--- config.mk ---
export PLATFORM = sky130hd
export DESIGN_NAME = fft_output_reorder_buffer_flat
export DESIGN_NICKNAME = d
export VERILOG_FILES = /design/src/rtl/fft_output_reorder_buffer_if.sv /design/src/rtl/fft_output_reorder_buffer.sv /design/src/flat_wrapper.sv
export SDC_FILE = /design/constraint.sdc
export NUM_CORES = 1
export LEC_CHECK = 0
export CORE_MARGIN = 8
export CORE_UTILIZATION = 55
export DETAILED_ROUTE_END_ITERATION = 6
export HOLD_SLACK_MARGIN = 0.03
export PLACE_DENSITY = 0.76
export SYNTH_ARGS = -nofsm -noshare
export SYNTH_HDL_FRONTEND = slang
export SYNTH_SLANG_ARGS = --single-unit
export TNS_END_PERCENT = 30
--- constraint.sdc ---
create_clock -name clk -period 3.4 [get_ports clk]
set_input_delay 0.51 -clock clk [delete_from_list [all_inputs] [get_ports clk]]
set_output_delay 0.51 -clock clk [all_outputs]
set_load 0.005 [all_outputs]
--- src/rtl/fft_output_reorder_buffer_if.sv ---
// Stream bundle for the FFT output reorder buffer: bit-reversed samples in,
// natural-order samples out, each side with its own valid/ready handshake.
interface fft_output_reorder_buffer_if #(
  parameter int unsigned N = 3,
  parameter int unsigned W = 32
) ();
  logic         in_valid;
  logic         in_ready;
  logic [W-1:0] in_data;
  logic         out_valid;
  logic         out_ready;
  logic [W-1:0] out_data;
  logic [N-1:0] out_index;
  logic         out_last;

  modport slave (
    input  in_valid, in_data, out_ready,
    output in_ready, out_valid, out_data, out_index, out_last
  );

  modport master (
    output in_valid, in_data, out_ready,
    input  in_ready, out_valid, out_data, out_index, out_last
  );
endinterface

--- src/rtl/fft_output_reorder_buffer.sv ---
// Ping-pong reorder buffer: writes each frame at bit-reversed addresses and
// reads it back sequentially, so the output emerges in natural index order.
module fft_output_reorder_buffer #(
  parameter int unsigned N = 3,
  parameter int unsigned W = 32
) (
  input  logic                      clk,
  input  logic                      rst_n,
  fft_output_reorder_buffer_if.slave bus_io
);
  localparam int unsigned Depth = 2 ** N;

  logic [W-1:0] bank_q [2][Depth];

  logic         wr_bank_q, wr_bank_d;
  logic         rd_bank_q, rd_bank_d;
  logic [N-1:0] wr_cnt_q, wr_cnt_d;
  logic [N-1:0] rd_cnt_q, rd_cnt_d;
  logic [1:0]   full_q, full_d;

  logic in_ready, out_valid, out_last;
  logic wr_en, rd_en, wr_last, rd_last;

  function automatic logic [N-1:0] bitrev(input logic [N-1:0] idx);
    logic [N-1:0] r;
    for (int unsigned i = 0; i < N; i++) begin
      r[i] = idx[N-1-i];
    end
    return r;
  endfunction

  // Flow control depends only on the full flags, never on out_ready.
  assign in_ready  = ~full_q[wr_bank_q];
  assign out_valid = full_q[rd_bank_q];
  assign out_last  = out_valid & (rd_cnt_q == '1);

  assign bus_io.in_ready  = in_ready;
  assign bus_io.out_valid = out_valid;
  assign bus_io.out_data  = bank_q[rd_bank_q][rd_cnt_q];
  assign bus_io.out_index = rd_cnt_q;
  assign bus_io.out_last  = out_last;

  always_comb begin
    wr_en     = bus_io.in_valid & in_ready;
    rd_en     = out_valid & bus_io.out_ready;
    wr_last   = wr_en & (wr_cnt_q == '1);
    rd_last   = rd_en & out_last;
    wr_bank_d = wr_bank_q;
    rd_bank_d = rd_bank_q;
    wr_cnt_d  = wr_cnt_q;
    rd_cnt_d  = rd_cnt_q;
    full_d    = full_q;

    if (wr_en) begin
      wr_cnt_d = wr_cnt_q + N'(1);
    end
    if (wr_last) begin
      full_d[wr_bank_q] = 1'b1;
      wr_bank_d         = ~wr_bank_q;
    end

    if (rd_en) begin
      rd_cnt_d = rd_cnt_q + N'(1);
    end
    // Full gating keeps the two banks distinct, so both flag updates can coexist.
    if (rd_last) begin
      full_d[rd_bank_q] = 1'b0;
      rd_bank_d         = ~rd_bank_q;
    end
  end

  always_ff @(posedge clk or negedge rst_n) begin
    if (!rst_n) begin
      wr_bank_q <= 1'b0;
      rd_bank_q <= 1'b0;
      wr_cnt_q  <= '0;
      rd_cnt_q  <= '0;
      full_q    <= '0;
    end else begin
      wr_bank_q <= wr_bank_d;
      rd_bank_q <= rd_bank_d;
      wr_cnt_q  <= wr_cnt_d;
      rd_cnt_q  <= rd_cnt_d;
      full_q    <= full_d;
    end
  end

  // Sample storage is deliberately not reset.
  always_ff @(posedge clk) begin
    if (wr_en) begin
      bank_q[wr_bank_q][bitrev(wr_cnt_q)] <= bus_io.in_data;
    end
  end
endmodule
--- src/flat_wrapper.sv ---
// flat-port wrapper written by rule: the top's interface ports become plain ports
module fft_output_reorder_buffer_flat 
#(
  parameter int unsigned N = 3,
  parameter int unsigned W = 32
)
  (clk, rst_n, bus_io_in_valid, bus_io_in_data, bus_io_out_ready, bus_io_in_ready, bus_io_out_valid, bus_io_out_data, bus_io_out_index, bus_io_out_last);
  fft_output_reorder_buffer_if #(.N(N), .W(W)) bus_io_i ();
  input  logic clk;
  input  logic rst_n;
  input wire logic [$bits(bus_io_i.in_valid)-1:0] bus_io_in_valid;
  input wire logic [$bits(bus_io_i.in_data)-1:0] bus_io_in_data;
  input wire logic [$bits(bus_io_i.out_ready)-1:0] bus_io_out_ready;
  output wire logic [$bits(bus_io_i.in_ready)-1:0] bus_io_in_ready;
  output wire logic [$bits(bus_io_i.out_valid)-1:0] bus_io_out_valid;
  output wire logic [$bits(bus_io_i.out_data)-1:0] bus_io_out_data;
  output wire logic [$bits(bus_io_i.out_index)-1:0] bus_io_out_index;
  output wire logic [$bits(bus_io_i.out_last)-1:0] bus_io_out_last;
  assign bus_io_i.in_valid = bus_io_in_valid;
  assign bus_io_i.in_data = bus_io_in_data;
  assign bus_io_i.out_ready = bus_io_out_ready;
  assign bus_io_in_ready = bus_io_i.in_ready;
  assign bus_io_out_valid = bus_io_i.out_valid;
  assign bus_io_out_data = bus_io_i.out_data;
  assign bus_io_out_index = bus_io_i.out_index;
  assign bus_io_out_last = bus_io_i.out_last;
  fft_output_reorder_buffer #(.N(N), .W(W)) u_core (.clk(clk), .rst_n(rst_n), .bus_io(bus_io_i));
endmodule
# Word level (Yosys, flattened, before mapping)
# Memories as Yosys holds them, arrays and structs flattened.
# Index checks and enable logic that the tools add are counted.
# totals
input_bits	36
wordCells	50
memories	1
mem_bits_rw	512
out_inout_bits	38
ff_bits	10
# classes
muxes	17
n_reduce_logical	3
order_cmp	7
add_sub_neg	2
bitwise	13
eq_ne	2
# memory_table
name	words	width	rd	rd_ports_with_merged_regs	wr	line_no	text
u_core.bank_q	2	256	1	0	1	fft_output_reorder_buffer.sv:13	logic [W-1:0] bank_q [2][Depth];
# ops
op	n
$mux 256	1
$bmux 32 s3	1
$demux 32 s3	1
$mux 32	3
$ge 4x4->1 const B	2
$not 3->4	2
$mux 1	7
$add 3x1->3 const B	2
$eq 3x3->1 const B	2
$and 1x1->1	5
$lt 1x2->1 const B	2
$lt 4x1->1 const B	1
$mux 2	2
$logic_and 1x1->1	3
$not 1->1	3
$and 2x2->2	1
$demux 1 s1	2
$ge 1x1->1 const B	2
$not 2->2	1
$or 2x2->2	1

# Longest topological paths before layout
# depth
word_depth	8
depth_mapped	6
mapped_depth_nobuf	5

# Least setup slack after synthesis
# No wires, ideal clock.
# synth_path
path_type	register to register
start	register u_core.wr_cnt_q[0]
end	memory u_core.bank_q[1][0] (netlist bit), enable pin
required_ns	2.929
stages_incl_launch_ff	5
path_slack_ns	-0.300
arrival_time_ns	3.230
path_buffers	0
setup_ns	0.471
period_less_slack_ns	3.700
cell_sequence	dfrtp_1 ha_1 ha_1 nand2_1 nor3b_1
# synth_via
elab_chain_len	6
elab_cells_between_ends	7
cone_classes	2 x order compare; 3 x mux; 1 x bitwise; 1 x reduce/logical
# synth_rtl
item	line_no	text
start: declaration	fft_output_reorder_buffer.sv:17	logic [N-1:0] wr_cnt_q, wr_cnt_d;
start signal: assignment	fft_output_reorder_buffer.sv:82	wr_cnt_q <= wr_cnt_d;
$not 3->4 (implied by the code) *	fft_output_reorder_buffer.sv:91	bank_q[wr_bank_q][bitrev(wr_cnt_q)] <= bus_io.in_data;
$ge 4x4->1 (implied by the code) / $lt 4x1->1 (equally long branches)	fft_output_reorder_buffer.sv:91	
$logic_and 1x1->1 (implied by the code)	fft_output_reorder_buffer.sv:91	
$mux 32 (implied by the code)	fft_output_reorder_buffer.sv:91	
$demux 32 s3 *	fft_output_reorder_buffer.sv:91	
$mux 256 (implied by the code) *	fft_output_reorder_buffer.sv:91	
end: declaration	fft_output_reorder_buffer.sv:13	
# Mark *: on every way between the ends. The rest lies on a longest branch, timed or not.

# Final worst setup path
# layout_path
start	register u_core.rd_bank_q
end	output bus_io_out_data[1]
# layout_via
elab_chain_len	4
# layout_rtl
item	line_no	text
start: declaration	fft_output_reorder_buffer.sv:16	logic rd_bank_q, rd_bank_d;
start signal: assignment	fft_output_reorder_buffer.sv:81	rd_bank_q <= rd_bank_d;
$mem_v2 2x256	--	
$bmux 32 s3	fft_output_reorder_buffer.sv:39	assign bus_io.out_data = bank_q[rd_bank_q][rd_cnt_q];
$mux 32 (implied by the code) (2 in a row)	fft_output_reorder_buffer.sv:39	
end: declaration	flat_wrapper.sv:16	output wire logic [$bits(bus_io_i.out_data)-1:0] bus_io_out_data;
# No other way between the ends. The select of a mux whose other input is x is not followed.

==> out/metrics.yaml <==
status: "completed"
cts_tree: "yes"
areaGrowthSynthToFinish_pct: 17.1
crit_type: "reg -> out"
async_reset_ff_frac: 0.0192
grt.overflow.total: 0
crit_required_ns: 2.89
die_y_um: 205
cts.path.max_buffers: 3
floorplan.die_area_um2: 42200
wl_per_cell_um: 29.0
initial_utilization: 0.557
seq_area_frac_synth: 0.791
maxSlewHeadroom: 0.570
layout_common_cells: "edfxtp_1 (512), mux4_2 (128), clkdlybuf4s50_1 (73)"
insertion_delay_ns: 0.56
path_max_fanout: 14
crit_path_top_delay_cell: "mux4_2"
finalHoldViolCount: 0
crit_top_cell: "buf_12"
htreeDepth: 2
synth_edf_count: 512
synth_cells: 844
yosys.area.top_type_share: 0.779
final_common_cell: "edfxtp_1"
cp_top_family: "buffers and inverters"
routed_wl_um: 42600
vdd_ir_drop_max_v: 0.00104
r2r-end: "u_core.bank_q[0][194]"
grt_pass1_vias: 9872
dp_hpwl_um: 22200
hold_buffers: 0
min_period_ns: 3.28
synth.area.top_cells: "edfxtp_1 (78%), mux4_2 (15%), a22oi_1 (2.4%)"
port_buffers: 73
ys_types: 28
row_count: 69
cts_made_buffers: 50
final_antenna_net_count: 0
ys_warn_count: 0
fin_ws_ns: 0.121
place_area_um2: 21400
design_area_um2: 23100
slowest_delay_ns: 0.51
ios: 74
r2r-start: "u_core.full_q[0]"
grt_pass1_wl_um: 62700
path_cells: "buf_12 > buf_12 > mux4_2 > a22oi_1 > nand2_1 > clkdlybuf4s50_1"
fin_util: 0.652
synth.largest_area_cell: "edfxtp_1"
layout-drive-gt1-share: 0.265
r2r_cells: 3
grt_max_degree: 72
antenna_found_initial: 1
nets: 1013
track_usage: 0.203
finalClockSkew_ns: 0.00954
hold_path.class: "in -> async"
synthFlopType: "edfxtp_1"
initialDrtViolationCount: 978
syn_area_um2: 19700
leakage_uw: 0.00744
drt-pass1-iter-count: 5
rrSetupSlack_ns: 1.10
seqCellArea_um2: 15600
powerDensity_nw_per_um2: 820
avgSynthCellArea_um2: 23.4
core_area_um2: 35500
drv_cap: 0
cts_root_buf: "clkbuf_16"
setup_viol: 0
diodes: 0
n_fill_cell: 2175
drv_slew: 0
worst-path-buf-inv: 3
dieWidth_um: 205
end_kind: "output pin"
ys_ff_latch: 522
num_vias: 9324
worstPathArrival_ns: 2.77
period_share: 0.964
timing.fmax_mhz: 305
start_kind: "flop"
clock_sinks: 522
worst_slew_pin_slew_ns: 0.643
drc_errors: 0
clk_pin_slew_ns: 0.06
multi_input_area_um2: 3940
syn_nets: 888
dp_slack_ns: 0.513
rsz0062_at_grt: "true"
viasPerCell: 6.36
place.gp.congestion: 0.713
whs_ns: 0.295
-- synthesized netlist by cell type (all sizes together), types with 3 or more instances --
library cell	n
nand2	36
mux4	128
ha	8
edfxtp	512
inv	3
mux2	4
dfrtp	10
and3	12
buf	19
a22oi	64
and2	4
clkbuf	25
-- report_power, final --
| group | total [uW] | leakage (uW) | internal (uW) | switching (uW) |
|---|---|---|---|---|
| combinational | 5790 | 0.00193 | 3020 | 2770 |
| sequential | 7770 | 0.00473 | 7560 | 211 |
| clock | 5400 | 0.000777 | 3160 | 2240 |
| total | 19000 | 0.00744 | 13700 | 5230 |
-- worst reg2reg max path, stage by stage, from the launching register on --
cell	delay [ns]
dfrtp_1	0.45
nor3b_1	0.59
and3_2	0.65
buf_4	0.30
-- area by class of cell --
cell class | count | share of cell area
sequential | 522 | 0.676
multi-input combinational | 275 | 0.170
timing repair buffer | 117 | 0.0594
clock buffer | 63 | 0.0580
tap | 461 | 0.0249
clock inverter | 26 | 0.0109
inverter | 3 | 0.000487
-- registers in the layout (all words and copies together) (netlist names) --
register / count
u_core.bank_q: 512
u_core.bus_io.out_index: 3
u_core.wr_cnt_q: 3
u_core.full_q: 2
u_core.rd_bank_q: 1
u_core.wr_bank_q: 1
-- kinds of logic after synthesis --
group / Yosys count / synth area share
xor gates and xnor gates: 2 / 0.000887
adders and majority gates: 8 / 0.00507
muxes: 134 / 0.149
AOI/OAI and AO/OA: 69 / 0.0261
and+or+nand+nor: 62 / 0.0150
buffers and inverters: 47 / 0.0124
DFF: 522 / 0.791
-- worst max-delay path by stage --
| stage | start | to | slack [ns] | cells after the start |
|---|---|---|---|---|
| final | u_core.rd_bank_q | bus_io_out_data[1] | 0.12 | 6 |
| after global routing | u_core.rd_bank_q | bus_io_out_data[23] | -0.003 | 6 |
| after CTS | u_core.bus_io.out_index[1] | bus_io_out_data[28] | 0.10 | 5 |
| after detailed placement | bus_io_in_valid | u_core.bank_q[0][196] | 0.51 | 4 |
| after global placement | bus_io_in_valid | u_core.bank_q[0][196] | 0.55 | 4 |
| after floorplan | u_core.wr_cnt_q[0] | u_core.bank_q[0][0] | -0.14 | 4 |
-- through the flow --
| step | instances | power, uW | setup TNS [ns] |
|---|---|---|---|
| final | 1467 | 19000 | 0 |
| after global routing | 1467 | 19700 | -0.00281 |
| after CTS | 1466 | 19100 | 0 |
| after detailed placement | 1375 | 13600 | 0 |
| after global placement | 1375 | 13500 | 0 |
| after floorplan | 844 | 11200 | -4.56 |
-- layer usage --
layer	global-route usage	vias to the layer above	part of all wire
met5	0	-	0.00031
met4	0.0725	2	0.032
met3	0.0422	101	0.086
met2	0.330	493	0.49
met1	0.273	4867	0.39
li1	-	3861	-
-- repair_timing --
| action | 4_1_cts | 5_1_grt |
|---|---|---|
| setup buffers | 2 | 0 |
| setup endpoints to repair | 14 | 3 |
| cloned | 0 | 1 |
| hold endpoints to repair | 0 | 0 |
| gates resized for setup | 0 | 3 |
Note: power is estimated with default switching activity, not from simulation.
